===== src/rtl/bcd_digit_extractor_if.sv =====
// Handshake bundle between the result source, the BCD extractor and the
// VGA digit renderer. The extractor attaches through the slave modport;
// whoever drives it (the upstream source plus the downstream consumer)
// uses the master modport.
interface bcd_digit_extractor_if #(
  parameter int WIDTH  = 8,
  parameter int DIGITS = 3
);
  // Upstream: binary value to convert
  logic                          in_valid;
  logic                          in_ready;
  logic [WIDTH-1:0]              in_value;
  // Downstream: converted digits
  logic                          out_valid;
  logic                          out_ready;
  logic [4*DIGITS-1:0]           bcd_digits;
  logic [$clog2(DIGITS+1)-1:0]   num_digits;
  logic                          neg;
  logic                          busy;

  modport slave (
    input  in_valid, in_value, out_ready,
    output in_ready, out_valid, bcd_digits, num_digits, neg, busy
  );

  modport master (
    output in_valid, in_value, out_ready,
    input  in_ready, out_valid, bcd_digits, num_digits, neg, busy
  );
endinterface


===== src/rtl/bcd_digit_extractor.sv =====
// Sequential binary-to-BCD converter (shift-add-3 / double dabble) feeding
// the VGA digit renderer. It accepts one value at a time in IDLE, runs WIDTH
// shift iterations, then holds the digits, the leading-zero-suppressed digit
// count and the sign flag in DONE until the consumer takes them.
// Optional feature: define BCD_SIGNED_EN to treat in_value as two's
// complement (magnitude converted, sign reported on neg). Without it the
// input is unsigned and neg stays 0.
module bcd_digit_extractor #(
  parameter int WIDTH  = 8,
  parameter int DIGITS = 3
) (
  input  logic                    CLOCK_50,
  input  logic                    reset,
  bcd_digit_extractor_if.slave    bus
);
  localparam int BW = 4 * DIGITS;
  localparam int CW = $clog2(WIDTH + 1);
  localparam int NW = $clog2(DIGITS + 1);

  typedef enum logic [1:0] {IDLE, SHIFT, DONE} state_t;

  state_t            state_q, state_d;
  logic [WIDTH-1:0]  bin_q, bin_d;        // binary bits still to be shifted in
  logic [BW-1:0]     work_q, work_d;      // BCD digits being built
  logic [CW-1:0]     cnt_q, cnt_d;        // iterations remaining
  logic [BW-1:0]     digits_q, digits_d;  // held result
  logic [NW-1:0]     num_q, num_d;
  logic              sign_q, sign_d;      // sign of the value in flight
  logic              neg_q, neg_d;        // sign of the held result

  logic              in_sign;
  logic [WIDTH-1:0]  magnitude;
  logic [BW-1:0]     corrected;
  logic [BW+WIDTH-1:0] shifted;

`ifdef BCD_SIGNED_EN
  // Two's complement input: convert |in_value|; the most negative code
  // negates to itself, which read as unsigned is the correct magnitude.
  assign in_sign   = bus.in_value[WIDTH-1];
  assign magnitude = in_sign ? -bus.in_value : bus.in_value;
`else
  assign in_sign   = 1'b0;
  assign magnitude = bus.in_value;
`endif

  // Number of significant digits: position of the top nonzero nibble, min 1.
  function automatic logic [NW-1:0] count_digits(input logic [BW-1:0] d);
    logic [NW-1:0] n;
    n = NW'(1);
    for (int i = 0; i < DIGITS; i++) begin
      if (d[4*i +: 4] != 4'd0) n = NW'(i + 1);
    end
    return n;
  endfunction

  // One double-dabble iteration: add 3 to every nibble >= 5, then shift.
  always_comb begin
    corrected = work_q;
    for (int i = 0; i < DIGITS; i++) begin
      if (work_q[4*i +: 4] >= 4'd5) corrected[4*i +: 4] = work_q[4*i +: 4] + 4'd3;
    end
    shifted = {corrected, bin_q} << 1;
  end

  // Next-state and datapath load decisions for the IDLE/SHIFT/DONE sequence.
  always_comb begin
    // NOTE: every signal assigned here gets a default first, so no path can
    // leave one unassigned and infer a latch.
    state_d  = state_q;
    bin_d    = bin_q;
    work_d   = work_q;
    cnt_d    = cnt_q;
    digits_d = digits_q;
    num_d    = num_q;
    sign_d   = sign_q;
    neg_d    = neg_q;
    case (state_q)
      IDLE: begin
        if (bus.in_valid) begin
          bin_d   = magnitude;
          work_d  = '0;
          cnt_d   = CW'(WIDTH);
          sign_d  = in_sign;
          state_d = SHIFT;
        end
      end
      SHIFT: begin
        work_d = shifted[BW+WIDTH-1:WIDTH];
        bin_d  = shifted[WIDTH-1:0];
        cnt_d  = cnt_q - CW'(1);
        if (cnt_q == CW'(1)) begin
          // Last iteration: publish the result as DONE is entered.
          digits_d = shifted[BW+WIDTH-1:WIDTH];
          num_d    = count_digits(shifted[BW+WIDTH-1:WIDTH]);
          neg_d    = sign_q;
          state_d  = DONE;
        end
      end
      DONE: begin
        if (bus.out_ready) state_d = IDLE;
      end
      default: state_d = IDLE;
    endcase
  end

  // State and datapath registers with synchronous reset that aborts any
  // conversion in flight.
  always_ff @(posedge CLOCK_50) begin
    // NOTE: non-blocking assignments so every register samples the values
    // from before this edge, independent of statement order.
    if (reset) begin
      state_q  <= IDLE;
      bin_q    <= '0;
      work_q   <= '0;
      cnt_q    <= '0;
      digits_q <= '0;
      num_q    <= NW'(1);
      sign_q   <= 1'b0;
      neg_q    <= 1'b0;
    end else begin
      state_q  <= state_d;
      bin_q    <= bin_d;
      work_q   <= work_d;
      cnt_q    <= cnt_d;
      digits_q <= digits_d;
      num_q    <= num_d;
      sign_q   <= sign_d;
      neg_q    <= neg_d;
    end
  end

  assign bus.in_ready   = (state_q == IDLE);
  assign bus.out_valid  = (state_q == DONE);
  assign bus.busy       = (state_q == SHIFT);
  assign bus.bcd_digits = digits_q;
  assign bus.num_digits = num_q;
  assign bus.neg        = neg_q;
endmodule


===== src/flat_wrapper.sv =====
// flat-port wrapper written by rule: the top's interface ports become plain ports
module bcd_digit_extractor_flat 
#(
  parameter int WIDTH  = 8,
  parameter int DIGITS = 3
)
  (CLOCK_50, reset, bus_in_valid, bus_in_value, bus_out_ready, bus_in_ready, bus_out_valid, bus_bcd_digits, bus_num_digits, bus_neg, bus_busy);
  bcd_digit_extractor_if #(.WIDTH(WIDTH), .DIGITS(DIGITS)) bus_i ();
  input  logic CLOCK_50;
  input  logic reset;
  input wire logic [$bits(bus_i.in_valid)-1:0] bus_in_valid;
  input wire logic [$bits(bus_i.in_value)-1:0] bus_in_value;
  input wire logic [$bits(bus_i.out_ready)-1:0] bus_out_ready;
  output wire logic [$bits(bus_i.in_ready)-1:0] bus_in_ready;
  output wire logic [$bits(bus_i.out_valid)-1:0] bus_out_valid;
  output wire logic [$bits(bus_i.bcd_digits)-1:0] bus_bcd_digits;
  output wire logic [$bits(bus_i.num_digits)-1:0] bus_num_digits;
  output wire logic [$bits(bus_i.neg)-1:0] bus_neg;
  output wire logic [$bits(bus_i.busy)-1:0] bus_busy;
  assign bus_i.in_valid = bus_in_valid;
  assign bus_i.in_value = bus_in_value;
  assign bus_i.out_ready = bus_out_ready;
  assign bus_in_ready = bus_i.in_ready;
  assign bus_out_valid = bus_i.out_valid;
  assign bus_bcd_digits = bus_i.bcd_digits;
  assign bus_num_digits = bus_i.num_digits;
  assign bus_neg = bus_i.neg;
  assign bus_busy = bus_i.busy;
  bcd_digit_extractor #(.WIDTH(WIDTH), .DIGITS(DIGITS)) u_core (.CLOCK_50(CLOCK_50), .reset(reset), .bus(bus_i));
endmodule

===== config.mk =====
export PLATFORM = sky130hd
export DESIGN_NAME = bcd_digit_extractor_flat
export DESIGN_NICKNAME = d
export VERILOG_FILES = /design/src/rtl/bcd_digit_extractor_if.sv /design/src/rtl/bcd_digit_extractor.sv /design/src/flat_wrapper.sv
export SDC_FILE = /design/constraint.sdc
export NUM_CORES = 1
export LEC_CHECK = 0
export ABC_AREA = 1
export CELL_PAD_IN_SITES_DETAIL_PLACEMENT = 0
export CELL_PAD_IN_SITES_GLOBAL_PLACEMENT = 2
export CORE_AREA = 2 2 69 87
export CTS_CLUSTER_SIZE = 30
export DETAILED_ROUTE_END_ITERATION = 7
export DIE_AREA = 0 0 71 89
export DONT_BUFFER_PORTS = 1
export GPL_TIMING_DRIVEN = 0
export PLACE_DENSITY = 0.81
export RECOVER_POWER = 50
export SYNTH_ARGS = -nofsm -noshare
export SYNTH_HDL_FRONTEND = slang
export SYNTH_SLANG_ARGS = --single-unit

===== constraint.sdc =====
create_clock -name CLOCK_50 -period 2.2 [get_ports CLOCK_50]
set_input_delay 0.44 -clock CLOCK_50 [delete_from_list [all_inputs] [get_ports CLOCK_50]]
set_output_delay 0.44 -clock CLOCK_50 [all_outputs]
set_load 0.05 [all_outputs]

After elaboration in Yosys (flattened, before gate mapping)
Cells that the tools add are included.

Equal/unequal tests: 6. Muxes and demuxes: 15. Reduce and logical (&&, ||, !) cells: 7. $lt $le $gt $ge: 3. Add/subtract/negate cells: 4.

Operators by type and width (number): $pmux 12 s2 (1); $pmux 8 s2 (1); $ge 4x3->1 const B (3); $mux 12 (1); $mux 4 (3); $mux 2 (5); $add 4x2->4 const B (2); $mux 8 (1); $pmux 4 s2 (1); $reduce_bool 4->1 (2); $pmux 2 s3 (1); $eq 4x1->1 const B (1); $ne 2x2->1 const B (2); $reduce_and 2->1 (2); $sub 4x1->4 const B (1); $add 3x2->3 const B (1); $mux 3 (1); $reduce_and 3->1 (1); $eq 2x1->1 const B (1); $eq 2x2->1 const B (1); $logic_not 2->1 (1); $ne 2x1->1 const B (1); $reduce_bool 2->1 (1).

Output and inout port bits: 18. Input bits: 12. Bits in registers: 40.

Longest topological paths before layout
Gate-level depths: netlist of the first run.

Word-level depth: 5. Gate-level depth with buffers: 12. Mapped depth without buffers: 12.

Least setup slack after synthesis of the first run
OpenSTA, ideal clock, no wires.

Path type: reg-to-output. From: reg u_core.state_q[1]. To: out bus_out_valid. Buffers on the path: 0. Setup slack: 0.702 ns. Cell stages (with the launch flop): 3. Arrival time: 1.058 ns. Cell sequence: dfxtp_1 > inv_2 > nor2_1.

Longest elaborated chain between the ends: 1.

Ends and longest elaborated chain: start: declaration (line bcd_digit_extractor.sv:22) `state_t state_q, state_d;`; start signal: assignment (line bcd_digit_extractor.sv:121) `state_q <= state_d;`; $eq 2x2->1 (line bcd_digit_extractor.sv:133) `assign bus.out_valid = (state_q == DONE);`; end: declaration (line flat_wrapper.sv:15) `output wire logic [$bits(bus_i.out_valid)-1:0] bus_out_valid;`.

Every way passes these cells.

Worst setup path in the final report of the first run
From: reg u_core.state_q[1]. To: out bus_busy.

Longest elaborated chain between the ends: 1.

Ends and longest elaborated chain: $eq 2x1->1 (line bcd_digit_extractor.sv:134) `assign bus.busy = (state_q == SHIFT);`; end: declaration (line flat_wrapper.sv:19) `output wire logic [$bits(bus_i.busy)-1:0] bus_busy;`.

Every way passes these cells.

==> run summary, run 1 <==
### Power and ir drop
• portion of total power attributed to the clock network: 0.348
• net switching fraction of the power: 0.283
• maximum vdd drop: 309 uV
• total power per unit cell area: 698 nW/um^2
• cell-internal power: 1.05 mW
• LEAKAGE: 0.905 nW
• power consumption: 1.47 mW
• share of power burned in combinational logic: 0.111
• sequential power share: 0.541
• total net switching power: 416 uW

### Flow run
• max-cap check violation count: 0

### Worst setup path
• nature of the critical path startpoint: flip-flop
• critical path type: flip-flop to output pin
• Worst Reg2Reg Path Length in Cells: 7
• required time of the critical path: 1760 ps
• crit path capture type: output pin
• Arr. time, crit path: 1450 ps
• maximum fanout count along the critical path: 10

### Die
• placeable core area: 5440 sq um
• Vert. Die Dim: 89 um
• chip width: 71 um
• Row Count: 30
• effective utilization at floorplan: 0.360
• die area: 6320 sq um
• top-level port count: 30

### Synth
• fraction of registers with async set/reset: 0
• post-synthesis net count: 298
• number of warnings reported in the yosys synthesis log: 0
• Gate Count Post-Synth: 278
• fraction of the mapped netlist area in compound gates: 0.153
• multiplexer area fraction after synthesis: 0
• number of flops mapped to enable cells by yosys: 0
• number of synthesized register bits: 40
• distinct cell type count of the synthesized netlist: 27
• share of the yosys chip area belonging to registers: 0.408
• flip-flop cell with the highest count after synthesis: dfxtp_1
• area of the mapped netlist: 1960 sq um
• share of the synthesized area in the top cell type: 0.408
• xor and xnor fraction of the mapped netlist area: 0.00447
• top cell type by total area after synthesis: dfxtp_1
• basic-gate share of the synthesized area counting and, or, nand and nor cells: 0.277
• average footprint of a synthesized cell: 7.05 sq um
• dominant combinational cell family by area after synthesis: simple AND/OR/NAND/NOR gates
• Synth Area in Adders: 0.0511
• most area-consuming cells after synthesis: dfxtp_1 41%, nand2_1 16%, a21oi_1 6.9%

### Route
• number of vias in the routed layout: 1699
• DRC violation count after routing: 0
• total iterations of the first detailed-routing run: 4
• total wirelength of the detailed-routed design: 4.79 mm
• DRT iter0 DRCs: 48
• post-detailed-route via-to-cell ratio: 4.85
• count of antenna-violating nets left after detailed routing: 0
• post-detailed-route wirelength per cell: 13.7 um

### Timing
• final cycle utilization of the critical path: 0.859
• endpoints failing setup: 0
• setup ws final: 310 ps
• Least-Margin Pin Slew: 923 ps
• Slew HR: 0.382
• unrepaired setup endpoints after global routing: false
• minimum period implied by the final worst setup slack: 1890 ps
• Pins Over Slew Limit: 0
• Fmax: 0.529 GHz
• number of hold-slack violations in the final timing report: 0
• Fin Clk Skew: 3.25 ps
• final setup TNS: 0 ps

### Global routing
• number of global-route vias before repair: 1643
• leftover overflow at the end of global routing: 0
• total routing usage reported by global routing: 0.165
• wire length of the first global-routing pass: 7.93 mm
• number of antenna violations at the first check in global routing: 0
• maximum number of pins on one net before global-route repair: 12

### CTS
• hold_buf cts: 0
• TritonCTS clock tree: yes
• CTS root buf: clkbuf_8
• Clock Sink Count: 40
• clock transition time at the flip-flop clock pins of the worst setup and hold paths: 70 ps
• Clock Path Buffers: 2
• CTS Buf Count: 5
• H-Tree Level Count: 2
• CTS resizes: 0
• clock insertion delay at the later pin of the skew report: 290 ps
• number of buffers inserted by post-CTS setup repair: 0

### Finish
• post-synthesis to final-layout area growth: 7.40%
• most common cell after layout, fill and taps aside: nand2_1
• layout filler cell count: 620
• proportion of layout cells with a drive suffix above 1: 0.0664
• fraction of the core area covered by cells at the end of the flow: 0.387
• most frequent cells in the layout: 84 x nand2_1, 40 x dfxtp_1, 34 x inv_1, 27 x a21oi_1, 22 x nor2_1
• final net count: 305
• fin cells: 350
• number of diodes: 0

### Place
• Post-Place Worst Slack: 538 ps
• I/O Buffers: 0
• placer congestion estimate: 0.755
• half-perimeter wire length after placement: 3.50 mm
• post-placement cell count: 342

### Hold path
• Hold Path Class: primary input to flip-flop
• hold depth: 2

### Status
• result of the run: finished clean

==> routing by layer <==
layer / GRT usage / wire [um] / up-vias
li1: - / - / 902
met1: 0.177 / 2090 / 757
met2: 0.306 / 2390 / 34
met3: 0.0507 / 239 / 6
met4: 0.0566 / 75 / 0
met5: 0 / 0 / -
==> flip-flops by register name, indices dropped and copies added (netlist names) <==
register / count
u_core.bus.bcd_digits: 12
u_core.work_q: 12
u_core.bin_q: 8
u_core.cnt_q: 4
u_core.bus.num_digits: 2
u_core.state_q: 2
==> Yosys cell counts (2+ instances only) <==
library cell  number
o21ai_1            3
nand3_1           10
o21ai_0           14
a21oi_1           27
buf_4              6
a31oi_1            6
buf_2              2
nand2_1           82
nor2_1            21
ha_1               8
inv_1             32
inv_2              3
nor2_4             2
a22oi_1            3
dfxtp_1           40
nand2_2            2
nand4_1            7
==> power groups by stage <==
| stage | Combinational, mW | Clock (mW) | Sequential (mW) |
|---|---|---|---|
| 2_1_floorplan | 0.136 | 0 | 0.810 |
| 4_1_cts | 0.177 | 0.535 | 0.797 |
| 3_5_place_dp | 0.176 | 0 | 0.814 |
| 6_report | 0.163 | 0.511 | 0.796 |
| 5_1_grt | 0.186 | 0.558 | 0.800 |
| 3_3_place_gp | 0.174 | 0 | 0.814 |
==> worst paths after layout <==
path                                                endpoint  slack (ps)                           start
worst max-delay path                                bus_busy         310  u_core.state_q[1]$_SDFFE_PP0P_
worst min-delay path            u_core.bin_q[0]$_SDFFE_PP0P_         290                 bus_in_value[0]
worst max register to register  u_core.cnt_q[2]$_SDFFE_PP0P_         500  u_core.state_q[1]$_SDFFE_PP0P_
worst min register to register  u_core.cnt_q[1]$_SDFFE_PP0P_         470    u_core.cnt_q[1]$_SDFFE_PP0P_
==> layout make-up <==
type | count | area, sq um | area share
Sequential cell | 40 | 801 | 0.380
Tap cell | 64 | 80.1 | 0.0380
Clock buffer | 8 | 90.1 | 0.0428
Inverter | 35 | 131 | 0.0624
Multi-Input combinational cell | 192 | 937 | 0.445
Buffer | 11 | 66.3 | 0.0315
==> per-stage QoR <==
stage	cell area (sq um)	hold WS (ps)
after floorplan	1960	438
after CTS	2130	278
after global placement	2040	448
after global routing	2110	271
final	2110	295
after detailed placement	2040	456
==> logic make-up after synthesis <==
group | Yosys count
compound gates | 55
xor+xnor | 1
fa+ha+maj | 8
buf+inv | 46
flops | 40
other cells | 1
simple gates | 127
==> worst max-delay path: stages (launching register included) <==
cell	delay [ps]
dfxtp_1	310
inv_1	110
nand2_1	190
inv_1	220
buf_4	320
Power figures use the tool's default switching activity.
==> inputs of run 2 (changes only) <==
- GPL_TIMING_DRIVEN: 0 -> default
==> run 2 against run 1 <==
Register-to-register slack better by 40 ps. Clock skew grew 4.2 ps. Sequential share of layout area grew 0.53 points. Via count decreased by 1.5%. Utilization is 0.53 points lower. Global-route usage is 1.3 points lower. Critical path type unchanged.
==> run summary, run 2 (synthesis gave the netlist of run 1 again) <==
### Status
• result of the run: finished clean

### Place
• half-perimeter wire length after placement: 3.10 mm, -11%
• placer congestion estimate: 0.790, +4.6%
• I/O Buffers: 0, unchanged

### Flow run
• max-cap check violation count: 0, unchanged

### Timing
• Fin Clk Skew: 7.42 ps, +4.17 ps
• final cycle utilization of the critical path: 0.860, about the same
• number of hold-slack violations in the final timing report: 0, unchanged
• minimum period implied by the final worst setup slack: 1890 ps, +1.73 ps
• final setup TNS: 0 ps, unchanged
• endpoints failing setup: 0, unchanged
• unrepaired setup endpoints after global routing: false
• Least-Margin Pin Slew: 637 ps, -286 ps
• Fmax: 0.529 GHz, about the same
• Slew HR: 0.575, +0.193
• Pins Over Slew Limit: 0, unchanged

### CTS
• CTS resizes: 0, unchanged
• CTS root buf: clkbuf_8
• Clock Sink Count: 40, unchanged
• clock transition time at the flip-flop clock pins of the worst setup and hold paths: 70 ps, about the same
• CTS Buf Count: 5, unchanged
• clock insertion delay at the later pin of the skew report: 300 ps, about the same
• hold_buf cts: 0, unchanged
• TritonCTS clock tree: yes
• Clock Path Buffers: 2, unchanged
• H-Tree Level Count: 2, unchanged
• number of buffers inserted by post-CTS setup repair: 0, unchanged

### Worst setup path
• crit path capture type: output pin
• critical path launch point: u_core.state_q[1]$_SDFFE_PP0P_
• capture point of the critical path: bus_busy
• Arr. time, crit path: 1450 ps, about the same
• maximum fanout count along the critical path: 14, +4
• startpoint of the lowest-slack register-to-register path: u_core.state_q[1]$_SDFFE_PP0P_
• required time of the critical path: 1760 ps, about the same
• critical path type: flip-flop to output pin
• nature of the critical path startpoint: flip-flop
• reg-to-reg critical path endpoint: u_core.cnt_q[3]$_SDFFE_PP0P_
• R2R setup slack: 540 ps, +40 ps
• Worst Reg2Reg Path Length in Cells: 6, -1

### Route
• DRT iter0 DRCs: 86, +79%
• total wirelength of the detailed-routed design: 4.42 mm, -7.7%
• post-detailed-route via-to-cell ratio: 4.86, +0.19%
• number of vias in the routed layout: 1673, -1.5%
• count of antenna-violating nets left after detailed routing: 0, unchanged
• total iterations of the first detailed-routing run: 4, unchanged
• DRC violation count after routing: 0, unchanged
• post-detailed-route wirelength per cell: 12.9 um, -6.1%

### Power and ir drop
• LEAKAGE: 0.890 nW, -1.6%
• total power per unit cell area: 697 nW/um^2, -0.13%
• maximum vdd drop: 315 uV, +1.9%

### Finish
• most common cell after layout, fill and taps aside: nand2_1
• proportion of layout cells with a drive suffix above 1: 0.0643, -0.00215
• layout filler cell count: 603, -2.7%
• post-synthesis to final-layout area growth: 5.93%
• number of diodes: 0, unchanged
• footprint of the flip-flops and latches: 801 sq um, unchanged
• final net count: 299, -2.0%
• area of the multi-input gates: 937 sq um, unchanged
• fraction of the core area covered by cells at the end of the flow: 0.382, -0.00529
• most frequent cells in the layout: 84 x nand2_1, 40 x dfxtp_1, 33 x inv_1, 27 x a21oi_1, 22 x nor2_1

### Die
• Row Count: 30, unchanged
• top-level port count: 30, unchanged
• effective utilization at floorplan: 0.360, unchanged
• die area: 6320 sq um, unchanged
• placeable core area: 5440 sq um, unchanged
• Vert. Die Dim: 89 um, unchanged
• chip width: 71 um, unchanged

### Global routing
• maximum number of pins on one net before global-route repair: 29, +17
• leftover overflow at the end of global routing: 0, unchanged
• number of global-route vias before repair: 1647, +0.24%
• total routing usage reported by global routing: 0.152, -0.0126
• number of antenna violations at the first check in global routing: 0, unchanged
• wire length of the first global-routing pass: 7.42 mm, -6.4%

### Hold path
• Hold Path Class: primary input to flip-flop

-- run 2: cell count changes in the layout (fill, tap and decap cells not counted), sizes merged --
cell / before / now
buf: 8 / 5
clkbuf: 11 / 8
-- run 2: report_power, final --
group / total, mW / internal, mW / switching, mW
clock: 0.508 / 0.256 / 0.252
sequential: 0.797 / 0.753 / 0.0435
combinational: 0.143 / 0.0415 / 0.102
-- run 2: area by class of cell --
| type | instances | area share |
|---|---|---|
| multi-input cells | 192 | 0.451 |
| inverters | 35 | 0.0633 |
| clock buffers | 8 | 0.0434 |
| repair buffers | 5 | 0.0181 |
| flip-flops and latches | 40 | 0.386 |
| well taps | 64 | 0.0386 |
-- run 2: worst min path at each step --
stage	start	endpoint	slack (ps)	depth (start not counted)
5_1_grt	reset	u_core.work_q[0]$_SDFFE_PP0P_	190	1
2_1_floorplan	u_core.cnt_q[2]$_SDFFE_PP0P_	u_core.cnt_q[2]$_SDFFE_PP0P_	440	2
3_5_place_dp	u_core.work_q[11]$_SDFFE_PP0P_	u_core.work_q[11]$_SDFFE_PP0P_	450	2
4_1_cts	reset	u_core.work_q[3]$_SDFFE_PP0P_	190	1
6_report	reset	u_core.bin_q[3]$_SDFFE_PP0P_	200	1
3_3_place_gp	u_core.cnt_q[1]$_SDFFE_PP0P_	u_core.cnt_q[1]$_SDFFE_PP0P_	450	2
-- run 2: through the flow --
step / area [sq um] / hold slack (ps) / instances / setup slack (ps) / power (mW)
after floorplan: 1960 / 438 / 278 / 702 / 0.946
after global placement: 2000 / 446 / 336 / 607 / 0.967
after detailed placement: 2000 / 452 / 336 / 629 / 0.968
after CTS: 2090 / 189 / 344 / 344 / 1.49
after global routing: 2080 / 187 / 344 / 197 / 1.53
final: 2080 / 201 / 344 / 308 / 1.45
-- run 2: per-layer routing --
layer / share of wire / vias up / track usage
li1: - / 888 / -
met1: 0.43 / 747 / 0.168
met2: 0.50 / 32 / 0.276
met3: 0.047 / 6 / 0.0462
met4: 0.016 / 0 / 0.0566
met5: 0 / - / 0
-- run 2: worst max-delay path, cell delays in order (launching register included) --
cell	delay (ps)
dfxtp_1	320
inv_2	70
nand2_1	160
inv_2	270
buf_4	320
==> inputs of run 3 (changes only) <==
- CELL_PAD_IN_SITES_DETAIL_PLACEMENT: 0 -> 1
- CELL_PAD_IN_SITES_GLOBAL_PLACEMENT: 2 -> 1
- CORE_AREA: 2 2 69 87 -> 2 2 66 84
- DIE_AREA: 0 0 71 89 -> 0 0 68 86
- PLACE_DENSITY: 0.81 -> 0.7
==> run 3 against run 2 <==
Clock skew rose by 0.69 ps. Combinational power rose by 3%. Highest routed layer unchanged. Critical path type unchanged. Clock power rose by 31%. Sequential cell count did not move. Via count rose by 3.6%. Global-route usage rose by 3.3 points.
==> run summary, run 3 (synthesis gave the netlist of run 1 again) <==
### Timing
• final setup TNS: 0 ps, unchanged
• unrepaired setup endpoints after global routing: false
• final cycle utilization of the critical path: 0.853, -0.00735
• endpoints failing setup: 0, unchanged
• Pins Over Slew Limit: 0, unchanged
• minimum period implied by the final worst setup slack: 1880 ps, -16.2 ps
• Fin Clk Skew: 8.11 ps, +0.690 ps
• Fmax: 0.533 GHz, +0.86%
• worst hold slack across all endpoints: 209 ps, +8.03 ps
• Slew HR: 0.408, -0.167
• number of hold-slack violations in the final timing report: 0, unchanged
• Least-Margin Pin Slew: 887 ps, +250 ps
• setup ws final: 324 ps, +16.2 ps

### Power and ir drop
• maximum vdd drop: 334 uV, +6.2%
• total power per unit cell area: 761 nW/um^2, +9.1%
• LEAKAGE: 0.904 nW, +1.5%

### Route
• number of vias in the routed layout: 1734, +3.6%
• DRC violation count after routing: 0, unchanged
• post-detailed-route wirelength per cell: 13.9 um, +8.0%
• DRT iter0 DRCs: 61, -29%
• total iterations of the first detailed-routing run: 4, unchanged
• post-detailed-route via-to-cell ratio: 5.07, +4.3%
• total wirelength of the detailed-routed design: 4.75 mm, +7.3%
• count of antenna-violating nets left after detailed routing: 0, unchanged

### Finish
• post-synthesis to final-layout area growth: 8.04%
• most common cell after layout, fill and taps aside: nand2_1
• footprint of the flip-flops and latches: 801 sq um, unchanged
• fin cells: 342, -0.58%
• most frequent cells in the layout: 82 x nand2_1, 40 x dfxtp_1, 33 x inv_1, 27 x a21oi_1, 21 x nor2_1
• area of the multi-input gates: 955 sq um, +1.9%
• final net count: 299, unchanged
• proportion of layout cells with a drive suffix above 1: 0.0750, +0.0107
• layout filler cell count: 642, +6.5%
• number of diodes: 0, unchanged

### Global routing
• maximum number of pins on one net before global-route repair: 29, unchanged
• total routing usage reported by global routing: 0.185, +0.0326
• leftover overflow at the end of global routing: 0, unchanged
• number of global-route vias before repair: 1865, +13%
• wire length of the first global-routing pass: 8.35 mm, +13%
• number of antenna violations at the first check in global routing: 0, unchanged

### CTS
• number of buffers inserted by post-CTS setup repair: 0, unchanged
• H-Tree Level Count: 2, unchanged
• Clock Path Buffers: 2, unchanged
• CTS Buf Count: 5, unchanged
• TritonCTS clock tree: yes
• clock transition time at the flip-flop clock pins of the worst setup and hold paths: 80 ps, about the same
• CTS resizes: 0, unchanged
• Clock Sink Count: 40, unchanged
• hold_buf cts: 0, unchanged
• clock insertion delay at the later pin of the skew report: 290 ps, about the same
• CTS root buf: clkbuf_8

### Worst setup path
• startpoint of the lowest-slack register-to-register path: u_core.state_q[1]$_SDFFE_PP0P_
• crit path capture type: output pin
• reg-to-reg critical path endpoint: u_core.bin_q[5]$_SDFFE_PP0P_
• Worst Reg2Reg Path Length in Cells: 8, +2
• maximum fanout count along the critical path: 14, unchanged
• required time of the critical path: 1760 ps, about the same
• Arr. time, crit path: 1440 ps, about the same
• R2R setup slack: 430 ps, -110 ps
• nature of the critical path startpoint: flip-flop
• critical path type: flip-flop to output pin

### Place
• placer congestion estimate: 0.797, +0.94%
• Post-Place Worst Slack: 590 ps, -39.3 ps
• post-placement cell count: 334, -0.60%
• half-perimeter wire length after placement: 3.41 mm, +10%
• I/O Buffers: 0, unchanged

### Die
• die area: 5850 sq um, -7.5%
• top-level port count: 30, unchanged
• chip width: 68 um, -4.2%
• placeable core area: 5010 sq um, -8.0%
• Row Count: 29, -3.3%
• Vert. Die Dim: 86 um, -3.4%
• effective utilization at floorplan: 0.392, +0.0313

### Hold path
• start point of the worst hold path: reset
• Hold Path Class: primary input to flip-flop
• end point of the most critical hold path: u_core.work_q[9]$_SDFFE_PP0P_
• hold depth: 1, unchanged

### Flow run
• max-cap check violation count: 0, unchanged

### Status
• result of the run: finished clean

run 3: changes by cell type in the layout (fill, tap and decap cells not counted):
cell	delta
nand2_1	-2
bufinv_16	+1
clkbuf_2	+1
nand2_4	+1
nor2_1	-1
buf_4	-3
clkbuf_8	+1
nor2_4	+1
nand2_2	+1
run 3: worst max path at each step:
stage / end / cells after the start / from / slack [ps]
2_1_floorplan: bus_out_valid / 2 / u_core.state_q[1]$_SDFFE_PP0P_ / 700
3_3_place_gp: u_core.bus.num_digits[0]$_SDFFE_PP1P_ / 12 / u_core.work_q[8]$_SDFFE_PP0P_ / 620
3_5_place_dp: u_core.bus.num_digits[0]$_SDFFE_PP1P_ / 12 / u_core.work_q[8]$_SDFFE_PP0P_ / 590
4_1_cts: bus_busy / 3 / u_core.state_q[1]$_SDFFE_PP0P_ / 570
5_1_grt: bus_busy / 3 / u_core.state_q[1]$_SDFFE_PP0P_ / 230
6_report: bus_busy / 3 / u_core.state_q[1]$_SDFFE_PP0P_ / 320
run 3: layout make-up:
class | instances | area share
repair buffers | 5 | 0.0130
clock buffers | 7 | 0.0455
clock inverters | 1 | 0.0142
well taps | 62 | 0.0366
inverters | 35 | 0.0620
multi-input cells | 192 | 0.451
flip-flops and latches | 40 | 0.378
run 3: where the power goes:
part,total (mW),internal [mW],switching [mW]
Sequential,0.798,0.753,0.0456
Combinational,0.147,0.0417,0.105
Clock,0.666,0.401,0.265
Total,1.61,1.20,0.416
run 3: through the flow:
step | power [mW] | util | cell area [sq um]
3_5_place_dp | 0.970 | 0.400 | 2000
2_1_floorplan | 0.946 | - | 1960
6_report | 1.61 | 0.423 | 2120
5_1_grt | 1.69 | 0.423 | 2120
3_3_place_gp | 0.966 | 0.400 | 2000
4_1_cts | 1.64 | 0.425 | 2130
run 3: worst max-delay path, cell delays in order (launching register included):
cell and delay [ps]:
dfxtp_1 320, inv_2 90, nand2_4 80, inv_1 650
run 3: layer usage:
metal | share of wire | up-vias | track usage | wire length, um
met1 | 0.42 | 808 | 0.196 | 1990
met5 | 0 | - | 0 | 0
met4 | 0.010 | 0 | 0.0545 | 48
met3 | 0.038 | 5 | 0.0433 | 182
li1 | - | 892 | - | -
met2 | 0.53 | 29 | 0.348 | 2530
